`src/rtl/gpio_pkg.sv`:
```
// gpio_pkg: shared definitions for the GPIO APB register slave.
//   - byte offsets of every register in the map (decoded on PADDR[5:2])
//   - bus-side FSM state encoding (IDLE / RD_WAIT / RD_DONE)
//   - bit position of the global interrupt enable inside CTRL
package gpio_pkg;

    localparam logic [5:0] GPIO_DIR_OFS      = 6'h00;
    localparam logic [5:0] GPIO_OUT_OFS      = 6'h04;
    localparam logic [5:0] GPIO_IN_OFS       = 6'h08;
    localparam logic [5:0] GPIO_INT_EN_OFS   = 6'h0C;
    localparam logic [5:0] GPIO_INT_TYPE_OFS = 6'h10;
    localparam logic [5:0] GPIO_INT_POL_OFS  = 6'h14;
    localparam logic [5:0] GPIO_INT_STAT_OFS = 6'h18;
    localparam logic [5:0] GPIO_OUT_SET_OFS  = 6'h1C;
    localparam logic [5:0] GPIO_OUT_CLR_OFS  = 6'h20;
    localparam logic [5:0] GPIO_CTRL_OFS     = 6'h24;

    localparam int GPIO_CTRL_GIE_BIT = 0;

    typedef enum logic [1:0] {
        IDLE    = 2'd0,
        RD_WAIT = 2'd1,
        RD_DONE = 2'd2
    } gpio_state_e;

endpackage

```
`src/rtl/gpio_apb_regs.sv`:
```
// gpio_apb_regs: APB3 register slave in front of the GPIO pin controller.
//
// Ports:
//   clk, rst          clock; synchronous active-high reset
//   psel .. pwdata    APB3 request side
//   prdata, pready,   APB3 response side; writes complete with zero wait
//   pslverr           states, reads with one wait state
//   gpio_dir/out      direction and output registers to the controller
//   gpio_in           raw pin values from the controller (read via IN)
//   int_enable/type/  interrupt configuration to the controller
//   int_polarity
//   int_status        interrupt status from the controller (read via INT_STAT)
//   int_clear         one-cycle W1C pulse to the controller
//   int_out, irq      controller interrupt in, gated/registered CPU irq out
//
// Handshake: an access is the cycle(s) where psel & penable are high; the
// transfer completes at the clk edge where pready is high. Writes complete in
// their first access cycle; reads see pready=0, then pready=1 with prdata.
//
// Build option: GPIO_APB_REGS_PSLVERR_EN enables pslverr for undefined
// offsets and writes to IN. Without it pslverr is tied low and such writes
// are silently dropped.
module gpio_apb_regs
    import gpio_pkg::*;
#(
    parameter int PIN_COUNT  = 32,
    parameter int ADDR_WIDTH = 8
) (
    input  logic                  clk,
    input  logic                  rst,
    input  logic                  psel,
    input  logic                  penable,
    input  logic                  pwrite,
    input  logic [ADDR_WIDTH-1:0] paddr,
    input  logic [31:0]           pwdata,
    output logic [31:0]           prdata,
    output logic                  pready,
    output logic                  pslverr,
    output logic [PIN_COUNT-1:0]  gpio_dir,
    output logic [PIN_COUNT-1:0]  gpio_out,
    input  logic [PIN_COUNT-1:0]  gpio_in,
    output logic [PIN_COUNT-1:0]  int_enable,
    output logic [PIN_COUNT-1:0]  int_type,
    output logic [PIN_COUNT-1:0]  int_polarity,
    input  logic [PIN_COUNT-1:0]  int_status,
    output logic [PIN_COUNT-1:0]  int_clear,
    input  logic                  int_out,
    output logic                  irq
);

    gpio_state_e state, state_next;

    logic [5:0]           ofs;
    logic                 wr_acc;
    logic                 rd_acc;
    logic                 ofs_defined;
    logic                 acc_err;
    logic                 wr_en;
    logic [PIN_COUNT-1:0] wdata;
    logic [31:0]          rd_mux;
    logic                 gie;

    // Only PADDR[5:2] selects a register; the remaining address bits and
    // the write-data bits above PIN_COUNT are don't-care.
    logic unused_bus_bits;
    assign unused_bus_bits = ^{paddr, pwdata};

    assign ofs    = {paddr[5:2], 2'b00};
    assign wdata  = pwdata[PIN_COUNT-1:0];
    assign wr_acc = (state == IDLE) && psel && penable && pwrite;
    assign rd_acc = (state == IDLE) && psel && penable && !pwrite;

    always_comb begin
        ofs_defined = 1'b0;
        case (ofs)
            GPIO_DIR_OFS, GPIO_OUT_OFS, GPIO_IN_OFS, GPIO_INT_EN_OFS,
            GPIO_INT_TYPE_OFS, GPIO_INT_POL_OFS, GPIO_INT_STAT_OFS,
            GPIO_OUT_SET_OFS, GPIO_OUT_CLR_OFS, GPIO_CTRL_OFS:
                ofs_defined = 1'b1;
            default: ofs_defined = 1'b0;
        endcase
    end

`ifdef GPIO_APB_REGS_PSLVERR_EN
    logic rd_err_q;

    assign acc_err = !ofs_defined || (pwrite && (ofs == GPIO_IN_OFS));
    // Write errors answer in the same cycle; read errors are held until the
    // RD_WAIT cycle where pready goes high.
    assign pslverr = (wr_acc && acc_err) || ((state == RD_WAIT) && rd_err_q);

    always_ff @(posedge clk) begin
        if (rst) begin
            rd_err_q <= 1'b0;
        end else if (rd_acc) begin
            rd_err_q <= acc_err;
        end
    end
`else
    logic unused_ofs_defined;
    assign unused_ofs_defined = ofs_defined;
    assign acc_err = 1'b0;
    assign pslverr = 1'b0;
`endif

    assign wr_en = wr_acc && !acc_err;

    // Read mux; write-only and undefined offsets read as zero.
    always_comb begin
        rd_mux = 32'h0;
        case (ofs)
            GPIO_DIR_OFS:      rd_mux = 32'(gpio_dir);
            GPIO_OUT_OFS:      rd_mux = 32'(gpio_out);
            GPIO_IN_OFS:       rd_mux = 32'(gpio_in);
            GPIO_INT_EN_OFS:   rd_mux = 32'(int_enable);
            GPIO_INT_TYPE_OFS: rd_mux = 32'(int_type);
            GPIO_INT_POL_OFS:  rd_mux = 32'(int_polarity);
            GPIO_INT_STAT_OFS: rd_mux = 32'(int_status);
            GPIO_CTRL_OFS:     rd_mux = 32'(gie) << GPIO_CTRL_GIE_BIT;
            default:           rd_mux = 32'h0;
        endcase
    end

    // Bus FSM: RD_DONE inserts a dead cycle after each read so a master that
    // keeps psel/penable high is not answered twice for one transfer.
    always_comb begin
        state_next = state;
        pready     = 1'b0;
        case (state)
            IDLE: begin
                pready = wr_acc;
                if (rd_acc) begin
                    state_next = RD_WAIT;
                end
            end
            RD_WAIT: begin
                pready     = 1'b1;
                state_next = RD_DONE;
            end
            RD_DONE: begin
                state_next = IDLE;
            end
            default: begin
                state_next = IDLE;
            end
        endcase
    end

    always_ff @(posedge clk) begin
        if (rst) begin
            state        <= IDLE;
            prdata       <= 32'h0;
            gpio_dir     <= '0;
            gpio_out     <= '0;
            int_enable   <= '0;
            int_type     <= '0;
            int_polarity <= '0;
            int_clear    <= '0;
            gie          <= 1'b0;
            irq          <= 1'b0;
        end else begin
            state     <= state_next;
            int_clear <= '0;
            irq       <= int_out && gie;
            if (rd_acc) begin
                prdata <= rd_mux;
            end
            if (wr_en) begin
                case (ofs)
                    GPIO_DIR_OFS:      gpio_dir     <= wdata;
                    GPIO_OUT_OFS:      gpio_out     <= wdata;
                    GPIO_INT_EN_OFS:   int_enable   <= wdata;
                    GPIO_INT_TYPE_OFS: int_type     <= wdata;
                    GPIO_INT_POL_OFS:  int_polarity <= wdata;
                    GPIO_INT_STAT_OFS: int_clear    <= wdata;
                    GPIO_OUT_SET_OFS:  gpio_out     <= gpio_out | wdata;
                    GPIO_OUT_CLR_OFS:  gpio_out     <= gpio_out & ~wdata;
                    GPIO_CTRL_OFS:     gie          <= pwdata[GPIO_CTRL_GIE_BIT];
                    default:           ;
                endcase
            end
        end
    end

endmodule

```
`config.mk`:
```
export PLATFORM = sky130hd
export DESIGN_NAME = gpio_apb_regs
export DESIGN_NICKNAME = d
export VERILOG_FILES = /design/src/rtl/gpio_pkg.sv /design/src/rtl/gpio_apb_regs.sv
export SDC_FILE = /design/constraint.sdc
export NUM_CORES = 1
export LEC_CHECK = 0
export BUFFER_PORTS_ARGS = -buffer_cell sky130_fd_sc_hd__buf_2
export CAP_MARGIN = 20
export CORE_UTILIZATION = 50
export DETAILED_ROUTE_END_ITERATION = 6
export PLACE_DENSITY = 0.77
export SETUP_SLACK_MARGIN = 0.1
export SYNTH_ARGS = -nofsm -noshare
export SYNTH_HDL_FRONTEND = slang
export SYNTH_SLANG_ARGS = --single-unit
```
`constraint.sdc`:
```
create_clock -name clk -period 2.2 [get_ports clk]
set_input_delay 0.22 -clock clk [delete_from_list [all_inputs] [get_ports clk]]
set_output_delay 0.22 -clock clk [all_outputs]
set_load 0.03 [all_outputs]
```
# After elaboration in Yosys (flattened, before gate mapping)
# Index checks and enable logic that the tools add are counted.
dict set report word_totals {
  reg_bits 228
  out_inout_bits 227
}
dict set report op_classes {
  eq_ne 11
  n_mux 5
  bitwise 5
  n_reduce_logical 16
}
# cell count
set op_table {}
lappend op_table {{$pmux 32 s8} 1}
lappend op_table {{$pmux 32 s3} 1}
lappend op_table {{$and 32x32->32} 1}
lappend op_table {{$not 32->32} 1}
lappend op_table {{$or 32x32->32} 1}
lappend op_table {{$eq 4x3->1 const B} 4}
lappend op_table {{$reduce_and 2->1} 6}
lappend op_table {{$eq 4x2->1 const B} 2}
lappend op_table {{$eq 4x4->1 const B} 2}
lappend op_table {{$logic_not 6->1} 1}
lappend op_table {{$logic_and 1x1->1} 5}
lappend op_table {{$eq 4x1->1 const B} 1}
lappend op_table {{$pmux 2 s2} 1}
lappend op_table {{$reduce_bool 3->1} 1}
lappend op_table {{$reduce_or 3->1} 1}
lappend op_table {{$eq 2x1->1 const B} 1}
lappend op_table {{$logic_not 2->1} 1}
lappend op_table {{$mux 2} 1}
lappend op_table {{$ne 2x2->1 const B} 1}
lappend op_table {{$not 1->1} 2}
lappend op_table {{$pmux 1 s2} 1}
lappend op_table {{$logic_not 1->1} 1}

# Depth between registers and ports, before layout
# Gate-level depths: netlist of the first run.
dict set report depth {
  depth_word 6
  depth_mapped 7
}

# Worst setup path before layout of the first run
# OpenSTA, ideal clock, no wires.
dict set report synth_path {
  kind {register to register}
  from {reg state[0]}
  to {reg gpio_out[12]}
  setup_ns 0.122
  arrival_time_ns 1.456
  slack_ns 0.623
  path_stages_with_launch 7
  n_path_buf 2
  period_less_slack_ns 1.577
  path_cell_list {dfxtp_1 and4bb_2 buf_4 a21oi_1 a31o_4 buf_6 a221o_1}
}
dict set report synth_between {
  elab_chain_cells 5
}
# element line_no
set synth_lines {}
lappend synth_lines {{start, declared} gpio_apb_regs.sv:51} ;# gpio_state_e state, state_next;
lappend synth_lines {{start signal, assigned} gpio_apb_regs.sv:162} ;# state <= state_next;
lappend synth_lines {{$logic_not 2->1} gpio_apb_regs.sv:70} ;# assign wr_acc = (state == IDLE) && psel && penable && pwrite;
lappend synth_lines {{$logic_and 1x1->1 (3 in series)} gpio_apb_regs.sv:70}
lappend synth_lines {{$reduce_and 2->1 (no source line)} -}
lappend synth_lines {{end signal, assigned} gpio_apb_regs.sv:171} ;# GPIO_OUT_OFS: gpio_out <= wdata;
lappend synth_lines {{end signal, assigned} gpio_apb_regs.sv:176} ;# GPIO_OUT_SET_OFS: gpio_out <= gpio_out | wdata;
lappend synth_lines {{end signal, assigned} gpio_apb_regs.sv:177} ;# GPIO_OUT_CLR_OFS: gpio_out <= gpio_out & ~wdata;
lappend synth_lines {{end, declared} gpio_apb_regs.sv:40} ;# output logic [PIN_COUNT-1:0] gpio_out,
# Every way passes these cells.
# A chain may end at the register's enable or synchronous reset.

# Final worst setup path of the first run
dict set report layout_path {
  from {reg state[0]}
  to {reg gpio_out[15]}
}
# The elaborated chain is that of the path after synthesis.

==> results.md, run 1 <==
- Status: completed
- Area share of the largest cell type after synthesis: 0.479
- Largest net degree at the start of global routing: between 60 and 70
- Max_slew headroom: 0.290
- Sequential-to-total area share from yosys stat: 0.479
- Critical Path Start: state[0]
- TritonCTS clock tree: built
- Tightest Pin Transition: approximately 1.1 ns
- Gr ovfl total: 0
- Setup Skew: 0.0131 ns
- Initial antenna violation count: 5
- Place WS: ~0.15 ns
- Area leader, netlist: dfxtp_1
- Setup Fix Bufs, Post-CTS: 0
- Post-Syn Instances: roughly 1100
- Fmax achieved: 516 MHz
- Initial DRC Count: 801
- Routed vias/inst: between 5 and 6
- I/O pin total: 337
- Unrepaired setup endpoints after global routing: false
- Crit path to: gpio_out[15]
- Fin util: 0.663
- Total wire length: ~35 mm
- Die area: approximately 20000 um2
- Mean Syn Cell Area: 8.79 um2
- Antenna viol nets, final: 0
- Slowest cell on crit path: and4bb_2
- Final-report max-slew violation count: 0
- Worst-Skew Late Latency: around 0.52 ns
- Max FO, Critical Path: 24
- Sink Count: ~230
- Post-synth EDFFs: 0
- Buffers on Ports: about 330
- CP Class: reg -> reg
- Required time worst endpoint: roughly 2.7 ns
- Critical Path Start Type: register
- Number of synthesized register bits: 228
- Final Setup Violations: 0
- Reg2Reg Depth: 5
- DRC viols: 0
- Final #Nets: between 1500 and 2000
- Worst-case clock buffer depth: 3
- Synth top area cells: dfxtp_1 48%, nand2_1 11%, a21oi_1 6.9%, mux2i_1 6.7%, a221o_1 3.4%
- Synth warn: 0
- Fill count: roughly 1600
- Fraction of layout cells with a size suffix above 1: 0.312
- H-tree depth: 1
- R2r endpoint: gpio_out[15]
- Final Hold Fails: 0
- Die X: approximately 140 um
- Vias in the first global route: around 9100
- Top FF cell, synth: dfxtp_1
- Maxcap violations: 0
- FP Rows: 50
- Area grow syn2layout: 30.1%
- R2R setup slack: between 0.2 and 0.3 ns
- Power density over cell area: between 700 and 800 nW/um2
- DR WL/cell: 21.1 um
- Root buf cell: clkbuf_16
- TritonCTS buffer count: 24
- Worst-path cell chain: and4bb_2, nand3_1, nor2_4, buf_12, a221o_1
- Final worst slack: between 0.2 and 0.3 ns
- Final period util: 0.880
- Initial Util: 0.509
- Core Box Area: between 15000 and 20000 um2
- Fraction of registers with async set/reset: 0
- Worst-path clk slew: around 0.06 ns
- Gp weighted congestion: about 0.84
- R2R Path Start: state[0]
- First-pass GRT wire length: between 50 and 60 mm
- Post-Route Setup TNS: 0 ns
- Syn Nets: 1194
- Critical path endpoint category: register
- HPWL after DPL: 22.8 mm
- Largest vdd supply drop: about 550 uV
- Synth cell types: 48
- Die Span Y: about 140 um
- WP buf/inv: 1
- Final Instance Count excl. Fillers: 1658
- Hold crit path type: in -> reg
- Vias: just under 10000
- Data arrival, critical path: between 2 and 2.5 ns
- Total track usage: 0.341
- Leak: 5.39 nW
- Critical Path Stages: 5
- Cell area after synthesis: 9530 um2
- Initial DRT Pass Iterations: 5
- Worst path max stage delay: 0.50 ns
- Cell family contributing the most delay on the critical path: simple AND/OR/NAND/NOR gates
- Dpl cells: 1596
- Crit path time final: 1.94 ns
kinds of logic after synthesis:
family | Yosys count | share of synthesized area
AO/OA/AOI/OAI | 292 | 0.201
XOR/XNOR | 1 | 0.000919
buffers and inverters | 98 | 0.0498
flip-flops | 228 | 0.479
multiplexers | 65 | 0.0696
other | 1 | 0.000394
AND/OR/NAND/NOR | 399 | 0.200
state kept, by name (all words and copies together), names as in the netlist, 2 cells and up:
signal,flops
gpio_dir,32
gpio_out,32
int_clear,32
int_enable,32
int_polarity,32
int_type,32
prdata,32
state,2
per-stage QoR:
stage	instance area, um2	total power, mW	hold WS, ns
2_1_floorplan	9530	4.61	0.342
3_3_place_gp	11500	4.92	0.432
3_5_place_dp	11500	4.93	0.437
4_1_cts	12400	8.80	0.00111
5_1_grt	12400	9.00	0.00479
6_report	12400	8.76	0.0114
worst register-to-register path, stage by stage, from the launching register on:
cell and delay, ns:
dfxtp_1 0.31, and4bb_2 0.50, nand3_1 0.26, nor2_4 0.35, buf_12 0.25, a221o_1 0.20
how the worst min path moves through the flow:
stage	start	to	depth (start not counted)
after floorplan	pwdata[10]	int_clear[10]	1
after global placement	prdata[21]	prdata[21]	2
after detailed placement	prdata[14]	prdata[14]	2
after CTS	pwdata[27]	int_enable[27]	3
after global routing	pwdata[17]	int_enable[17]	3
final	pwdata[12]	int_enable[12]	3
layout by cell type (no fill, tap or decap), drive strengths merged, types with 2 or more instances in the layout:
master       Yosys  layout
a221oi          29      29
mux2i           64      64
and4             3       3
dlygate4sd3      0      15
diode            0       6
and2            34      34
inv              2       2
buf             38     374
or3b             2       2
a21oi          132     132
nand3            2       2
dfxtp          228     228
nor2b            6       6
a22o            30      30
nor4b            2       2
nand2          291     291
a221o           32      32
and3             4       4
clkbuf          58      36
o21ai           33      33
clkinv           0       5
nand2b           2       2
nor3b           32      32
nor2             6       6
nand3b           3       3
nand4            4       4
o22ai           30      30
synth_stat cells, drive strengths merged (2+ instances only):
library cell,instances
and2,34
inv,2
nand4,4
and4,3
nand2b,2
mux2i,64
nor2b,6
o21ai,33
dfxtp,228
nand3,2
nor3b,32
a21oi,132
a221o,32
or3b,2
and3,4
a22o,30
clkbuf,58
a221oi,29
nand3b,3
nand2,291
nor4b,2
nor2,6
o22ai,30
buf,38
repair_timing:
action,CTS,global route
hold buffers,15,0
endpoints found under the hold margin,37,0
resized for setup,0,0
where the power goes:
group | total (mW) | switching [mW] | internal (mW)
clock | 3.89 | 1.62 | 2.27
sequential | 4.17 | 0.0198 | 4.15
combinational | 0.705 | 0.456 | 0.249
total | 8.76 | 2.10 | 6.67
layer usage:
layer | routed length [um] | global-route usage | share of wire | vias up
met4 | 1690 | 0.188 | 0.048 | 0
li1 | - | - | - | 4467
met3 | 3480 | 0.0732 | 0.099 | 108
met5 | 0 | 0 | 0 | -
met1 | 13300 | 0.425 | 0.38 | 4591
met2 | 16500 | 0.551 | 0.47 | 632
area by class of cell:
cell class / instances / area (um2) / share of cell area
clock inverters: 5 / 28.8 / 0.00232
inverters: 2 / 7.51 / 0.000606
well taps: 234 / 293 / 0.0236
clock buffers: 36 / 727 / 0.0586
multi-input cells: 758 / 4570 / 0.368
repair buffers: 389 / 2190 / 0.177
flip-flops and latches: 228 / 4560 / 0.368
diodes: 6 / 15.0 / 0.00121
No activity file was read; power rests on OpenSTA's default activity.
==> inputs of run 2 (changes only) <==
--- a/config.mk
+++ b/config.mk
@@ -7,9 +7,9 @@
 export LEC_CHECK = 0
 export BUFFER_PORTS_ARGS = -buffer_cell sky130_fd_sc_hd__buf_2
 export CAP_MARGIN = 20
-export CORE_UTILIZATION = 50
+export CORE_UTILIZATION = 54
 export DETAILED_ROUTE_END_ITERATION = 6
-export PLACE_DENSITY = 0.77
+export PLACE_DENSITY = 0.83
 export SETUP_SLACK_MARGIN = 0.1
 export SYNTH_ARGS = -nofsm -noshare
 export SYNTH_HDL_FRONTEND = slang
==> constraint.sdc (replaced) <==
create_clock -name clk -period 2.25 [get_ports clk]
set_input_delay 0.225 -clock clk [delete_from_list [all_inputs] [get_ports clk]]
set_output_delay 0.225 -clock clk [all_outputs]
set_load 0.03 [all_outputs]
==> run 2 against run 1 <==
Against the previous run: fmax decreased by 0.73%; utilization increased by 5.0 points; sequential share of layout area rose by 0.35 points; global-route usage is 2.5 points higher; design area shrank 0.94%; non-clock buffer count fell by 16; power is 2.0% higher; worst setup slack gained 0.036 ns; clock power rose by 8.0%; largest cell class unchanged.
==> results.md, run 2 (synthesis gave the netlist of run 1 again) <==
- Critical Path Start: state[0] (unchanged)
- Initial Util: 0.553 (was 0.509)
- Root buf cell: clkbuf_16 (unchanged)
- Power density over cell area: 728 nW/um2 (was 707 nW/um2)
- Final Setup Violations: 0 (unchanged)
- Worst-path clk slew: 0.07 ns (was 0.06 ns)
- Die X: 135 um (was 140 um)
- Finished Cell Area: 12300 um2 (was 12400 um2)
- CP Class: reg -> reg (unchanged)
- Maxcap violations: 0 (unchanged)
- Setup Skew: 0.00822 ns (was 0.0131 ns)
- Initial DRT Pass Iterations: 5 (unchanged)
- H-tree depth: 1 (unchanged)
- Routed vias/inst: 6.07 (was 5.91)
- R2R setup slack: 0.30 ns (was 0.26 ns)
- Vias in the first global route: 9340 (was 9073)
- Worst-case clock buffer depth: 3 (unchanged)
- Max FO, Critical Path: 32 (was 24)
- Hold crit path type: in -> reg (unchanged)
- R2R Path Start: state[0] (unchanged)
- Area grow syn2layout: 28.9% (was 30.1%)
- Critical Path Start Type: register (unchanged)
- Die area: 18200 um2 (was 19600 um2)
- HPWL after DPL: 22.6 mm (was 22.8 mm)
- Fraction of layout cells with a size suffix above 1: 0.314 (was 0.312)
- Largest vdd supply drop: 621 uV (was 548 uV)
- Place WS: 0.148 ns (was 0.151 ns)
- I/O pin total: 337 (unchanged)
- Fmax achieved: 513 MHz (was 516 MHz)
- Min-Delay Path Depth: 3 (unchanged)
- Data arrival, critical path: 2.38 ns (about the same)
- Buffers on Ports: 331 (unchanged)
- Critical path endpoint category: register (unchanged)
- Total wire length: 34.8 mm (was 35.0 mm)
- Crit path to: prdata[3] (was gpio_out[15])
- Final period util: 0.867 (was 0.880)
- Setup Fix Bufs, Post-CTS: 0 (unchanged)
- Final Hold Fails: 0 (unchanged)
- R2r endpoint: prdata[3] (was gpio_out[15])
- Commonest non-fill, non-tap cell in the layout: buf_2 (unchanged)
- Post-Route Setup TNS: 0 ns (unchanged)
- Total track usage: 0.366 (was 0.341)
- Area post-placement: 11400 um2 (was 11500 um2)
- Tightest Pin Transition: 1.22 ns (was 1.06 ns)
- Min Hold Slack: 0.0140 ns (was 0.0114 ns)
- Commonest cells after routing, fill and taps aside: 330 x buf_2, 291 x nand2_1, 228 x dfxtp_1 (unchanged)
- Largest net degree at the start of global routing: 72 (was 63)
- Crit path time final: 1.95 ns (was 1.94 ns)
- TritonCTS clock tree: built (unchanged)
- Gr ovfl total: 0 (unchanged)
- Final-report max-slew violation count: 0 (unchanged)
- Die Span Y: 135 um (was 140 um)
- Sink Count: 228 (unchanged)
- Max_slew headroom: 0.185 (was 0.290)
- Leak: 5.34 nW (was 5.39 nW)
- DR WL/cell: 21.4 um (was 21.1 um)
- Final Instance Count excl. Fillers: 1630 (was 1658)
- Vias: 9893 (was 9798)
- Reg2Reg Depth: 4 (was 5)
- TritonCTS buffer count: 23 (was 24)
- Initial DRC Count: 921 (was 801)
- Final worst slack: 0.299 ns (was 0.263 ns)
- First-pass GRT wire length: 51.1 mm (was 51.7 mm)
- Required time worst endpoint: 2.68 ns (was 2.65 ns)
- FP Rows: 48 (was 50)
- Unrepaired setup endpoints after global routing: false (unchanged)
- Worst-Skew Late Latency: 0.51 ns (was 0.52 ns)
- Status: completed (unchanged)
- Initial antenna violation count: 3 (was 5)
- Final #Nets: 1497 (was 1513)
- Gp weighted congestion: 0.870 (was 0.837)
- Core Box Area: 17200 um2 (was 18700 um2)
- Dpl cells: 1584 (was 1596)
- Antenna viol nets, final: 0 (unchanged)
- DRC viols: 0 (unchanged)
-- run 2: routing by layer --
layer	GRT usage	part of all wire	routed length (um)	vias to the layer above
met5	0	0	0	-
met1	0.452	0.37	12900	4645
met4	0.192	0.050	1730	0
met2	0.590	0.47	16200	665
li1	-	-	-	4433
met3	0.0916	0.11	4000	150
-- run 2: how the worst min path moves through the flow --
stage / start / to / slack (ns)
finish: pwdata[21] / int_enable[21] / 0.01
global route: pwdata[27] / int_type[27] / 0.01
CTS: pwdata[11] / gpio_dir[11] / 0.007
detailed placement: prdata[5] / prdata[5] / 0.44
global placement: prdata[5] / prdata[5] / 0.43
floorplan: pwdata[10] / int_clear[10] / 0.35
-- run 2: final cells by class --
cell class,count,area (um2)
flip-flops and latches,228,4560
diodes,2,5.00
well taps,225,282
clock buffers,34,667
inverters,2,7.51
repair buffers,373,2020
multi-input cells,759,4580
fillers,1330,4950
clock inverters,7,160
-- run 2: report_power, final --
part	total [mW]	internal, mW	switching, mW	leakage, nW
sequential	4.08	4.06	0.0190	1.84
clock	4.20	2.62	1.58	0.405
combinational	0.667	0.223	0.444	3.10
total	8.94	6.90	2.04	5.34
-- run 2: timing repair --
action	CTS	global route
hold buffers	2	0
hold endpoints to repair	5	0
gates resized for setup	0	1
setup endpoints to repair	0	32
-- run 2: worst max-delay path, cell delays in order (launching register included) --
cell,delay [ns]
dfxtp_1,0.32
and4bb_2,0.30
a21oi_4,0.96
nand2_1,0.16
o21ai_1,0.13
-- run 2: through the flow --
| stage | power (mW) | utilization |
|---|---|---|
| after detailed placement | 4.81 | 0.662 |
| final | 8.94 | 0.713 |
| after CTS | 8.93 | 0.712 |
| after global routing | 9.14 | 0.713 |
| after global placement | 4.80 | 0.662 |
| after floorplan | 4.51 | - |
==> inputs of run 3 (changes only) <==
--- a/config.mk
+++ b/config.mk
@@ -10,6 +10,7 @@
 export CORE_UTILIZATION = 54
 export DETAILED_ROUTE_END_ITERATION = 6
 export PLACE_DENSITY = 0.83
+export RECOVER_POWER = 100
 export SETUP_SLACK_MARGIN = 0.1
 export SYNTH_ARGS = -nofsm -noshare
 export SYNTH_HDL_FRONTEND = slang
==> run 3 against run 2 <==
Against the previous run: cell count did not move; global-route usage unchanged; design area shrank 2.5%; die area stayed put; clock skew fell by 0.0018 ns; routed wire length about the same; sequential share of layout area rose by 0.95 points; sequential cell count unchanged; critical path type unchanged; critical endpoint is now int_type[24]; largest cell class unchanged; highest routed layer unchanged.
==> results.md, run 3 (synthesis gave the netlist of run 1 again) <==
- Final Instance Count excl. Fillers: 1630 (unchanged)
- Clock power share: 0.470 (was 0.469)
- Status: completed (unchanged)
- FP Rows: 48 (unchanged)
- R2r endpoint: int_type[24] (was prdata[3])
- Total track usage: 0.366 (unchanged)
- Routed vias/inst: 6.02 (was 6.07)
- Fill count: 1471 (was 1330)
- Cell mode on critical path: buf_4
- R2R Path Start: state[0] (unchanged)
- Fmax achieved: 503 MHz (was 513 MHz)
- Reg2Reg Depth: 6 (was 4)
- I/O pin total: 337 (unchanged)
- Crit path time final: 1.99 ns (was 1.95 ns)
- Antenna viol nets, final: 0 (unchanged)
- Initial DRT Pass Iterations: 5 (unchanged)
- Core Box Area: 17200 um2 (unchanged)
- Dpl cells: 1584 (unchanged)
- First-pass GRT wire length: 51.1 mm (unchanged)
- Hold crit path type: in -> reg (unchanged)
- TritonCTS clock tree: built (unchanged)
- Vias: 9820 (was 9893)
- Buffers on Ports: 331 (unchanged)
- Final #Nets: 1497 (unchanged)
- Power density over cell area: 746 nW/um2 (was 728 nW/um2)
- R2R setup slack: 0.26 ns (was 0.30 ns)
- Worst-path cell chain: and4bb_1, buf_4, and3_1, buf_4, nand2_1, a21oi_1 (was and4bb_2, a21oi_4, nand2_1, o21ai_1)
- Min-delay src: pwdata[21] (unchanged)
- Critical Path Start Type: register (unchanged)
- H-tree depth: 1 (unchanged)
- Setup Fix Bufs, Post-CTS: 0 (unchanged)
- Initial antenna violation count: 3 (unchanged)
- Post-Route Setup TNS: 0 ns (unchanged)
- Final Hold Fails: 0 (unchanged)
- Worst-path clk slew: 0.07 ns (about the same)
- Worst-Skew Late Latency: 0.50 ns (was 0.51 ns)
- Sequential share of power: 0.456 (about the same)
- DRC viols: 0 (unchanged)
- Die X: 135 um (unchanged)
- Commonest non-fill, non-tap cell in the layout: nand2_1 (was buf_2)
- Sw Share: 0.229 (was 0.228)
- WHS Endpoint: int_enable[21] (unchanged)
- Tightest Pin Transition: 1.22 ns (about the same)
- DR WL/cell: 21.4 um (about the same)
- Leak: 4.35 nW (was 5.34 nW)
- Vias in the first global route: 9340 (unchanged)
- HPWL after DPL: 22.6 mm (unchanged)
- Max FO, Critical Path: 14 (was 32)
- Maxcap violations: 0 (unchanged)
- Min-Delay Path Depth: 3 (unchanged)
- Largest net degree at the start of global routing: 72 (unchanged)
- Die area: 18200 um2 (unchanged)
- Root buf cell: clkbuf_16 (unchanged)
- Final Setup Violations: 0 (unchanged)
- Pint: 6.89 mW (was 6.90 mW)
- Gr ovfl total: 0 (unchanged)
- Logic pwr share: 0.073 (was 0.075)
- Final period util: 0.884 (was 0.867)
- Slowest cell on crit path: and4bb_1 (was a21oi_4)
- CP Class: reg -> reg (unchanged)
- Data arrival, critical path: 2.41 ns (was 2.38 ns)
- Area grow syn2layout: 25.7% (was 28.9%)
- Fraction of layout cells with a size suffix above 1: 0.150 (was 0.314)
- Setup Skew: 0.00639 ns (was 0.00822 ns)
- Die Span Y: 135 um (unchanged)
- Initial Util: 0.553 (unchanged)
- Required time worst endpoint: 2.67 ns (was 2.68 ns)
- Worst path max stage delay: 0.43 ns (was 0.96 ns)
- Commonest cells after routing, fill and taps aside: 291 x nand2_1, 232 x clkbuf_1, 228 x dfxtp_1 (was 330 x buf_2, 291 x nand2_1, 228 x dfxtp_1)
- Max_slew headroom: 0.188 (was 0.185)
- Unrepaired setup endpoints after global routing: false (unchanged)
- TritonCTS buffer count: 23 (unchanged)
- Critical path endpoint category: register (unchanged)
- Worst-case clock buffer depth: 3 (unchanged)
- Final-report max-slew violation count: 0 (unchanged)
- Gp weighted congestion: 0.870 (unchanged)
- Total wire length: 34.8 mm (about the same)
- Sw power: 2.05 mW (was 2.04 mW)
- Largest vdd supply drop: 620 uV (was 621 uV)
- Sink Count: 228 (unchanged)
- Initial DRC Count: 847 (was 921)
==> run 3: cell types whose count changed in the layout (fill, tap and decap cells not counted), sizes merged <==
cell    before  now
clkbuf      34  267
buf        371  138
==> run 3: stage by stage <==
stage / hold WS [ns] / total power, mW / util / worst slack [ns] / cell area, um2
global placement: 0.431 / 4.80 / 0.662 / 0.210 / 11400
finish: 0.0189 / 8.94 / 0.695 / 0.261 / 12000
floorplan: 0.347 / 4.51 / - / 0.673 / 9530
CTS: 0.00676 / 8.93 / 0.712 / 0.227 / 12300
global route: 0.0136 / 9.14 / 0.695 / 0.148 / 12000
detailed placement: 0.436 / 4.81 / 0.662 / 0.148 / 11400
==> run 3: worst max-delay path by stage <==
stage / startpoint / end / slack [ns] / depth (start not counted)
6_report: state[0] / int_type[24] / 0.26 / 6
3_5_place_dp: paddr[3] / gpio_out[2] / 0.15 / 5
5_1_grt: state[0] / int_enable[31] / 0.15 / 6
4_1_cts: state[0] / gpio_out[2] / 0.23 / 4
2_1_floorplan: state[0] / gpio_out[12] / 0.67 / 6
3_3_place_gp: paddr[3] / gpio_out[24] / 0.21 / 5
==> run 3: worst max-delay path: cells and delay by family, from the launching register on <==
family	cells	cell delay, ns
compound gates	1	0.17
buf+inv	2	0.54
flops	1	0.30
simple gates	3	0.88
==> run 3: timing repair <==
item                                    in CTS  in global routing
endpoints found under the setup margin       0                 32
endpoints found under the hold margin        5                  0
hold buffers                                 2                  0
gates resized for setup                      0                  1
==> run 3: layer usage <==
| metal | wire length (um) | part of all wire | GRT usage |
|---|---|---|---|
| met4 | 1640 | 0.047 | 0.192 |
| met3 | 4330 | 0.12 | 0.0916 |
| met1 | 12600 | 0.36 | 0.452 |
| met2 | 16300 | 0.47 | 0.590 |
| met5 | 0 | 0 | 0 |
==> run 3: area by class of cell <==
class / instances / area (um2) / area share
repair buffers: 373 / 1720 / 0.143
inverters: 2 / 7.51 / 0.000627
diodes: 2 / 5.00 / 0.000418
well taps: 225 / 282 / 0.0235
flip-flops and latches: 228 / 4560 / 0.381
multi-input cells: 759 / 4570 / 0.382
clock buffers: 34 / 667 / 0.0557
clock inverters: 7 / 160 / 0.0134
==> run 3: power by group through the flow <==
stage	clock network [mW]	logic, mW	registers, mW
finish	4.20	0.655	4.08
global route	4.38	0.683	4.08
CTS	4.21	0.647	4.08
detailed placement	0	0.640	4.17
global placement	0	0.631	4.17
floorplan	0	0.305	4.21
